<file path="config.mk">
export PLATFORM = sky130hd
export DESIGN_NAME = regfile_sb
export DESIGN_NICKNAME = d
export VERILOG_FILES = /design/src/rtl/regfile_sb_pkg.sv /design/src/rtl/regfile_sb_bypass.sv /design/src/rtl/regfile_sb.sv
export SDC_FILE = /design/constraint.sdc
export NUM_CORES = 2
export LEC_CHECK = 0
export ABC_CLOCK_PERIOD_IN_PS = 4400
export BUFFER_PORTS_ARGS = -buffer_cell sky130_fd_sc_hd__buf_4
export CAP_MARGIN = 20
export CORE_MARGIN = 2
export CORE_UTILIZATION = 55
export CTS_BUF_LIST = sky130_fd_sc_hd__clkbuf_4 sky130_fd_sc_hd__clkbuf_8 sky130_fd_sc_hd__clkbuf_16
export DETAILED_ROUTE_END_ITERATION = 10
export GPL_TIMING_DRIVEN = 0
export PLACE_DENSITY = 0.71
export REMOVE_ABC_BUFFERS = 1
export SLEW_MARGIN = 5
export SYNTH_ARGS = -nofsm -noshare
export SYNTH_HDL_FRONTEND = slang
export SYNTH_SLANG_ARGS = --single-unit
</file>
<file path="constraint.sdc">
create_clock -name clk -period 4.4 [get_ports clk]
set_input_delay 0.22 -clock clk [delete_from_list [all_inputs] [get_ports clk]]
set_output_delay 0.22 -clock clk [all_outputs]
set_load 0.05 [all_outputs]
</file>
<file path="src/rtl/regfile_sb_pkg.sv">
`default_nettype none
// ============================================================================
//  Module   : regfile_sb_pkg
//  Purpose  : Shared defaults for the register file and the CPU core:
//             data/index widths, the hardwired-zero register index and the
//             byte-lane count helper.
//  Ports    : none (package)
//  Revision : 1.0 - initial release
// ============================================================================
package regfile_sb_pkg;

    localparam int DATA_W_DEF = 32;
    localparam int ADDR_W_DEF = 5;
    localparam int ZERO_IDX   = 0;

    // Number of 8-bit lanes in a data word.
    function automatic int lane_count(input int width);
        return width / 8;
    endfunction

endpackage : regfile_sb_pkg
`default_nettype wire

</file>
<file path="src/rtl/regfile_sb_bypass.sv">
`default_nettype none
// ============================================================================
//  Module   : regfile_sb_bypass
//  Purpose  : One read-port view of the register file. Detects a same-cycle
//             writeback to the addressed register and merges the enabled
//             byte lanes of the write data over the stored word.
//  Ports    : stored_i  - word currently held in the array at ra_i
//             ra_i      - read index
//             we_i/wa_i - writeback valid / index
//             wbe_i     - byte-lane enables of the writeback
//             wd_i      - writeback data
//             data_o    - merged (or plain stored) read data
//             hit_o     - writeback targets this read index this cycle
//  Revision : 1.0 - initial release
// ============================================================================
module regfile_sb_bypass
    import regfile_sb_pkg::*;
#(
    parameter int DATA_W = DATA_W_DEF,
    parameter int ADDR_W = ADDR_W_DEF,
    parameter int BYPASS = 1
) (
    input  logic [DATA_W-1:0]   stored_i,
    input  logic [ADDR_W-1:0]   ra_i,
    input  logic                we_i,
    input  logic [ADDR_W-1:0]   wa_i,
    input  logic [DATA_W/8-1:0] wbe_i,
    input  logic [DATA_W-1:0]   wd_i,
    output logic [DATA_W-1:0]   data_o,
    output logic                hit_o
);

    localparam int NLANE = lane_count(DATA_W);

    always_comb begin
        hit_o  = (BYPASS != 0) && we_i && (wa_i == ra_i);
        data_o = stored_i;
        if (hit_o) begin
            for (int k = 0; k < NLANE; k++) begin
                if (wbe_i[k]) begin
                    data_o[8*k +: 8] = wd_i[8*k +: 8];
                end
            end
        end
    end

endmodule : regfile_sb_bypass
`default_nettype wire

</file>
<file path="src/rtl/regfile_sb.sv">
`default_nettype none
// ============================================================================
//  Module   : regfile_sb
//  Purpose  : 2-read/1-write register file with byte-lane writes, optional
//             write-to-read bypass, optional hardwired zero register and a
//             per-register busy scoreboard with a registered busy count.
//  Ports    : clk, res (sync, active-low)
//             ra1/ra2 -> rd1/rd2, rbusy1/rbusy2 (combinational reads)
//             we, wa, wbe, wd    writeback port (clears busy)
//             iss_v, iss_a       issue port (sets busy)
//             busy_cnt           registered popcount of the busy bits
//  Revision : 1.0 - initial release
// ============================================================================
module regfile_sb
    import regfile_sb_pkg::*;
#(
    parameter int DATA_W   = DATA_W_DEF,
    parameter int ADDR_W   = ADDR_W_DEF,
    parameter int ZERO_REG = 1,
    parameter int BYPASS   = 1
) (
    input  logic                clk,
    input  logic                res,
    input  logic [ADDR_W-1:0]   ra1,
    input  logic [ADDR_W-1:0]   ra2,
    output logic [DATA_W-1:0]   rd1,
    output logic [DATA_W-1:0]   rd2,
    output logic                rbusy1,
    output logic                rbusy2,
    input  logic                we,
    input  logic [ADDR_W-1:0]   wa,
    input  logic [DATA_W/8-1:0] wbe,
    input  logic [DATA_W-1:0]   wd,
    input  logic                iss_v,
    input  logic [ADDR_W-1:0]   iss_a,
    output logic [ADDR_W:0]     busy_cnt
);

    localparam int              NREG  = 2**ADDR_W;
    localparam int              NLANE = lane_count(DATA_W);
    localparam logic [ADDR_W-1:0] ZIDX = ADDR_W'(ZERO_IDX);

    generate
        if (DATA_W % 8 != 0) begin : g_bad_width
            $error("regfile_sb: DATA_W must be a multiple of 8");
        end
    endgenerate

    logic [DATA_W-1:0] mem_q [NREG];
    logic [NREG-1:0]   busy_q, busy_d;
    logic [ADDR_W:0]   cnt_q, cnt_d;

    // Events with the zero register filtered out; these drive all state.
    logic we_g, iss_g, set_ev, clr_ev;
    assign we_g  = we    && !((ZERO_REG != 0) && (wa    == ZIDX));
    assign iss_g = iss_v && !((ZERO_REG != 0) && (iss_a == ZIDX));

    // ------------------------------------------------------------------
    // Storage
    // ------------------------------------------------------------------
    always_ff @(posedge clk) begin
        if (!res) begin
            for (int i = 0; i < NREG; i++) begin
                mem_q[i] <= '0;
            end
        end else if (we_g) begin
            for (int k = 0; k < NLANE; k++) begin
                if (wbe[k]) begin
                    mem_q[wa][8*k +: 8] <= wd[8*k +: 8];
                end
            end
        end
    end

    // ------------------------------------------------------------------
    // Scoreboard: clear on writeback, then set on issue so that a new
    // producer issued in the retiring cycle keeps the register busy.
    // ------------------------------------------------------------------
    always_comb begin
        busy_d = busy_q;
        if (we_g) begin
            busy_d[wa] = 1'b0;
        end
        if (iss_g) begin
            busy_d[iss_a] = 1'b1;
        end
    end

    // Count only real 0->1 and 1->0 transitions so busy_cnt tracks the
    // popcount without having to sum the whole vector.
    always_comb begin
        set_ev = iss_g && !busy_q[iss_a];
        clr_ev = we_g && busy_q[wa] && !(iss_g && (iss_a == wa));
        cnt_d  = cnt_q + (ADDR_W+1)'(set_ev) - (ADDR_W+1)'(clr_ev);
    end

    always_ff @(posedge clk) begin
        if (!res) begin
            busy_q <= '0;
            cnt_q  <= '0;
        end else begin
            busy_q <= busy_d;
            cnt_q  <= cnt_d;
        end
    end

    assign busy_cnt = cnt_q;

    // ------------------------------------------------------------------
    // Read ports
    // ------------------------------------------------------------------
    logic [DATA_W-1:0] byp_d1, byp_d2;
    logic              hit1, hit2;
    logic              zr1, zr2, iss_same;

    regfile_sb_bypass #(
        .DATA_W (DATA_W),
        .ADDR_W (ADDR_W),
        .BYPASS (BYPASS)
    ) u_byp1 (
        .stored_i (mem_q[ra1]),
        .ra_i     (ra1),
        .we_i     (we),
        .wa_i     (wa),
        .wbe_i    (wbe),
        .wd_i     (wd),
        .data_o   (byp_d1),
        .hit_o    (hit1)
    );

    regfile_sb_bypass #(
        .DATA_W (DATA_W),
        .ADDR_W (ADDR_W),
        .BYPASS (BYPASS)
    ) u_byp2 (
        .stored_i (mem_q[ra2]),
        .ra_i     (ra2),
        .we_i     (we),
        .wa_i     (wa),
        .wbe_i    (wbe),
        .wd_i     (wd),
        .data_o   (byp_d2),
        .hit_o    (hit2)
    );

    assign zr1      = (ZERO_REG != 0) && (ra1 == ZIDX);
    assign zr2      = (ZERO_REG != 0) && (ra2 == ZIDX);
    // A same-cycle reissue of the retiring register keeps it busy.
    assign iss_same = iss_v && (iss_a == wa);

    always_comb begin
        rd1    = zr1 ? '0 : byp_d1;
        rd2    = zr2 ? '0 : byp_d2;
        rbusy1 = !zr1 && !(hit1 && !iss_same) && busy_q[ra1];
        rbusy2 = !zr2 && !(hit2 && !iss_same) && busy_q[ra2];
    end

endmodule : regfile_sb
`default_nettype wire

</file>
==> run_results.csv <==
group,metric,value,unit
outcome,status,"complete, no violations",
worst_setup_path,slowest_stage,"a2111oi_1",
floorplanning,io_pins,132,
synthesis,synthFlopType,"edfxtp_1",
power_and_ir_drop,ir_drop,0.000333,V
worst_setup_path,cp.required,4180,ps
worst_setup_path,arrival,3940,ps
grt,grt_pass1_vias,40200,
clock_tree,clk_path_buf_depth,3,
finish,post-route-util,61.1,%
sta,hold_viol_final,0,
grt,grtUsageTotal,33.9,%
worst_setup_path,worstSetupPathType,"input port to primary output",
sta,finalSetupViolCount,0,
synthesis,synth_cell_types,64,
synthesis,avgSynthCellArea,13.4,um^2
synthesis,ys.warnings.count,0,
sta,hold_ws,57.8,ps
drt,wire_per_inst,31.8,um
grt,antenna_found_initial,13,
sta,skew,22.9,ps
worst_setup_path,crit_cells,7,
placed_design,place_inst,5757,
drt,via_per_inst,6.86,
hold_path,hold-path-cell-count,4,
synthesis,synth.top_cell.area_share,51.6,%
worst_setup_path,setup.worst_path.end,"rbusy2",
power_and_ir_drop,clkPwrFrac,37.0,%
sta,relSlewSlack,13.4,%
synthesis,syn_inst,4462,
clock_tree,cts.sinks,1062,
finish,fin_nets,4562,
worst_setup_path,cpPeakStageDelay,1070,ps
grt,grt_max_degree,96,
power_and_ir_drop,seq_power_share,47.9,%
grt,grt_overflow,0,
worst_setup_path,worstPathMaxFanout,63,
worst_setup_path,r2r_slack,930,ps
clock_tree,cts_tree,"done",
drt,drt.antenna.violating_nets,0,
drt,routed_wl,191000,um
power_and_ir_drop,power_density,379,nW/um^2
power_and_ir_drop,p_leak,0.0234,uW
synthesis,ys_seq_area_share,52.8,%
clock_tree,cts_made_buffers,113,
clock_tree,clk_latency,720,ps
worst_setup_path,r2r_end,"busy_cnt[4]",
placed_design,dp_hpwl,124000,um
placed_design,pre_cts_ws,89.8,ps
drt,vias,41100,
placed_design,gp_congestion,0.893,
finish,drive_above_1_share,18.4,%
drt,drt_pass1_iterations,7,
synthesis,ys_seq_elements,1062,
clock_tree,ctsResizeCount,0,
power_and_ir_drop,p_sw,6700,uW
placed_design,io_buffers,131,
synthesis,yosysTopAreaCell,"edfxtp_1",
floorplanning,die_area,111000,um^2
power_and_ir_drop,internal-power,18100,uW
synthesis,synth_edf_count,1024,
sta,min_period_over_period,94.5,%
worst_setup_path,startpoint,"ra2[3]",
synthesis,netlist_area,59600,um^2
placed_design,place_area,61900,um^2
floorplanning,die_y,333,um
synthesis,synthArstFlopShare,0,%
worst_setup_path,r2r_cells,13,
worst_setup_path,cp-end-kind,"primary output",
finish,final_cell_area,65600,um^2
worst_setup_path,crit_family,"buffers and inverters",
finish,area_growth,9.96,%
sta,rsz0062_at_grt,"no",
synthesis,synth.area.top_cells,"edfxtp_1 52%, mux4_2 14%, and2_1 11%",
floorplanning,fp.dieW,333,um
hold_path,hp-class,"input port to flip-flop",
clock_tree,htree_levels,3,
floorplanning,rows,120,
drt,drc,0,
drt,drt-initial-drc-count,5388,
finish,final_cells,6002,
worst_setup_path,start_kind,"input port",
clock_tree,clk_pin_slew,60,ps
grt,grt_pass1_wl,273000,um
sta,maxSlewViolCount,0,
floorplanning,design.core.area,107000,um^2
sta,layout_min_cycle_time,4160,ps
sta,fin_ws,240,ps
power_and_ir_drop,p_comb_share,15.2,%
run,maxCapViolCount,0,
power_and_ir_drop,netSwitchingFraction,27.0,%
worst_setup_path,cp_cell_sequence,"buf_4 -> inv_4 -> buf_16 -> mux4_2 -> nor2_1 -> a2111oi_1 -> buf_4",
worst_setup_path,timing.rr.start,"busy_q[27]",
sta,worstMarginPinSlew,1300,ps
worst_setup_path,critPathBufInv,4,
sta,max_freq,240,MHz
floorplanning,initial_core_util,55.6,%
worst_setup_path,crit_top_cell,"buf_4",
clock_tree,cts_root_buf,"clkbuf_16",
-- registers in the layout, summed over array words and instances (netlist names) --
signal	cells
busy_q	32
mem_q	1024
busy_cnt	6
-- per-layer routing --
metal | vias to the layer above | wire [um] | GRT usage [%]
li1 | 17200 | - | -
met1 | 20400 | 67600 | 43.2
met2 | 2850 | 87700 | 52.9
met3 | 638 | 22900 | 8.70
met4 | 10 | 12400 | 19.3
met5 | - | 65 | 0.782
-- layout by cell type, fill, tap and decap left out, drive strengths merged, types with 21 or more instances in the layout --
cell / count
conb: 32
a221oi: 139
edfxtp: 1024
a21oi: 45
nor3: 44
nor2: 233
mux2i: 407
a221o: 65
mux4: 371
clkbuf: 147
nand3: 44
nand2: 116
clkinv: 60
a22oi: 75
and2: 1005
dfxtp: 38
buf: 269
o21ai: 272
a31oi: 21
-- Yosys cell counts (21+ instances only) --
| cell | n |
|---|---|
| mux4_2 | 371 |
| o21ai_1 | 48 |
| buf_1 | 28 |
| nor2_1 | 233 |
| a31oi_1 | 21 |
| and2_1 | 1004 |
| a221o_1 | 65 |
| a21oi_1 | 45 |
| clkbuf_1 | 232 |
| dfxtp_1 | 38 |
| buf_2 | 46 |
| nand2_1 | 116 |
| mux2i_1 | 407 |
| nor3_1 | 44 |
| a22oi_1 | 75 |
| a221oi_1 | 128 |
| edfxtp_1 | 1024 |
| nand3_1 | 44 |
| o21ai_0 | 224 |
| buf_6 | 50 |
-- cell type report --
| type | count | area [um^2] |
|---|---|---|
| multi-input cells | 3025 | 26100 |
| repair buffers | 274 | 2600 |
| flip-flops and latches | 1062 | 31500 |
| fillers | 8152 | 41800 |
| inverters | 19 | 85.1 |
| clock buffers | 145 | 3140 |
| diodes | 10 | 25.0 |
| clock inverters | 64 | 364 |
| well taps | 1403 | 1760 |
-- tightest hold or removal path: cells and delay by family --
| kind | cells | cell delay (ps) |
|---|---|---|
| buffers and inverters | 1 | 170 |
| and+or+nand+nor | 2 | 170 |
| AOI/OAI and AO/OA | 1 | 150 |
-- worst min path at each step --
stage               slack [ps]      start      endpoint
floorplan                  340        res   busy_cnt[0]
global placement           500  busy_q[4]     busy_q[4]
detailed placement         510  busy_q[2]     busy_q[2]
CTS                         30   iss_a[3]    busy_q[16]
global route                90      wd[0]  mem_q[29][0]
finish                      60   iss_a[3]    busy_q[17]
-- timing repair --
item,CTS,global route
setup endpoints to repair,0,0
hold buffers,3,0
buffers inserted,0,0
hold endpoints to repair,5,0
-- power groups by stage --
stage,logic (uW),clock network [uW],registers [uW]
2_1_floorplan,1970,0,12000
3_3_place_gp,3680,0,12100
3_5_place_dp,3660,0,12100
4_1_cts,3670,9190,11900
5_1_grt,3870,9560,11900
6_report,3760,9190,11900
-- stage by stage --
stage / total power (uW) / setup TNS, ps
6_report: 24800 / 0
4_1_cts: 24700 / 0
3_3_place_gp: 15700 / -579930
5_1_grt: 25400 / 0
3_5_place_dp: 15800 / 0
2_1_floorplan: 14000 / -19.7
-- cells by family after synthesis --
kind of cell	Yosys count	synth area share, %
simple gates	1498	14.1
flops	1062	52.8
mux	778	20.8
compound gates	690	8.08
buf+inv	406	3.70
xor+xnor	20	0.294
fa+ha+maj	7	0.159
other cells	1	0.00629
No activity file was read; power rests on OpenSTA's default activity.
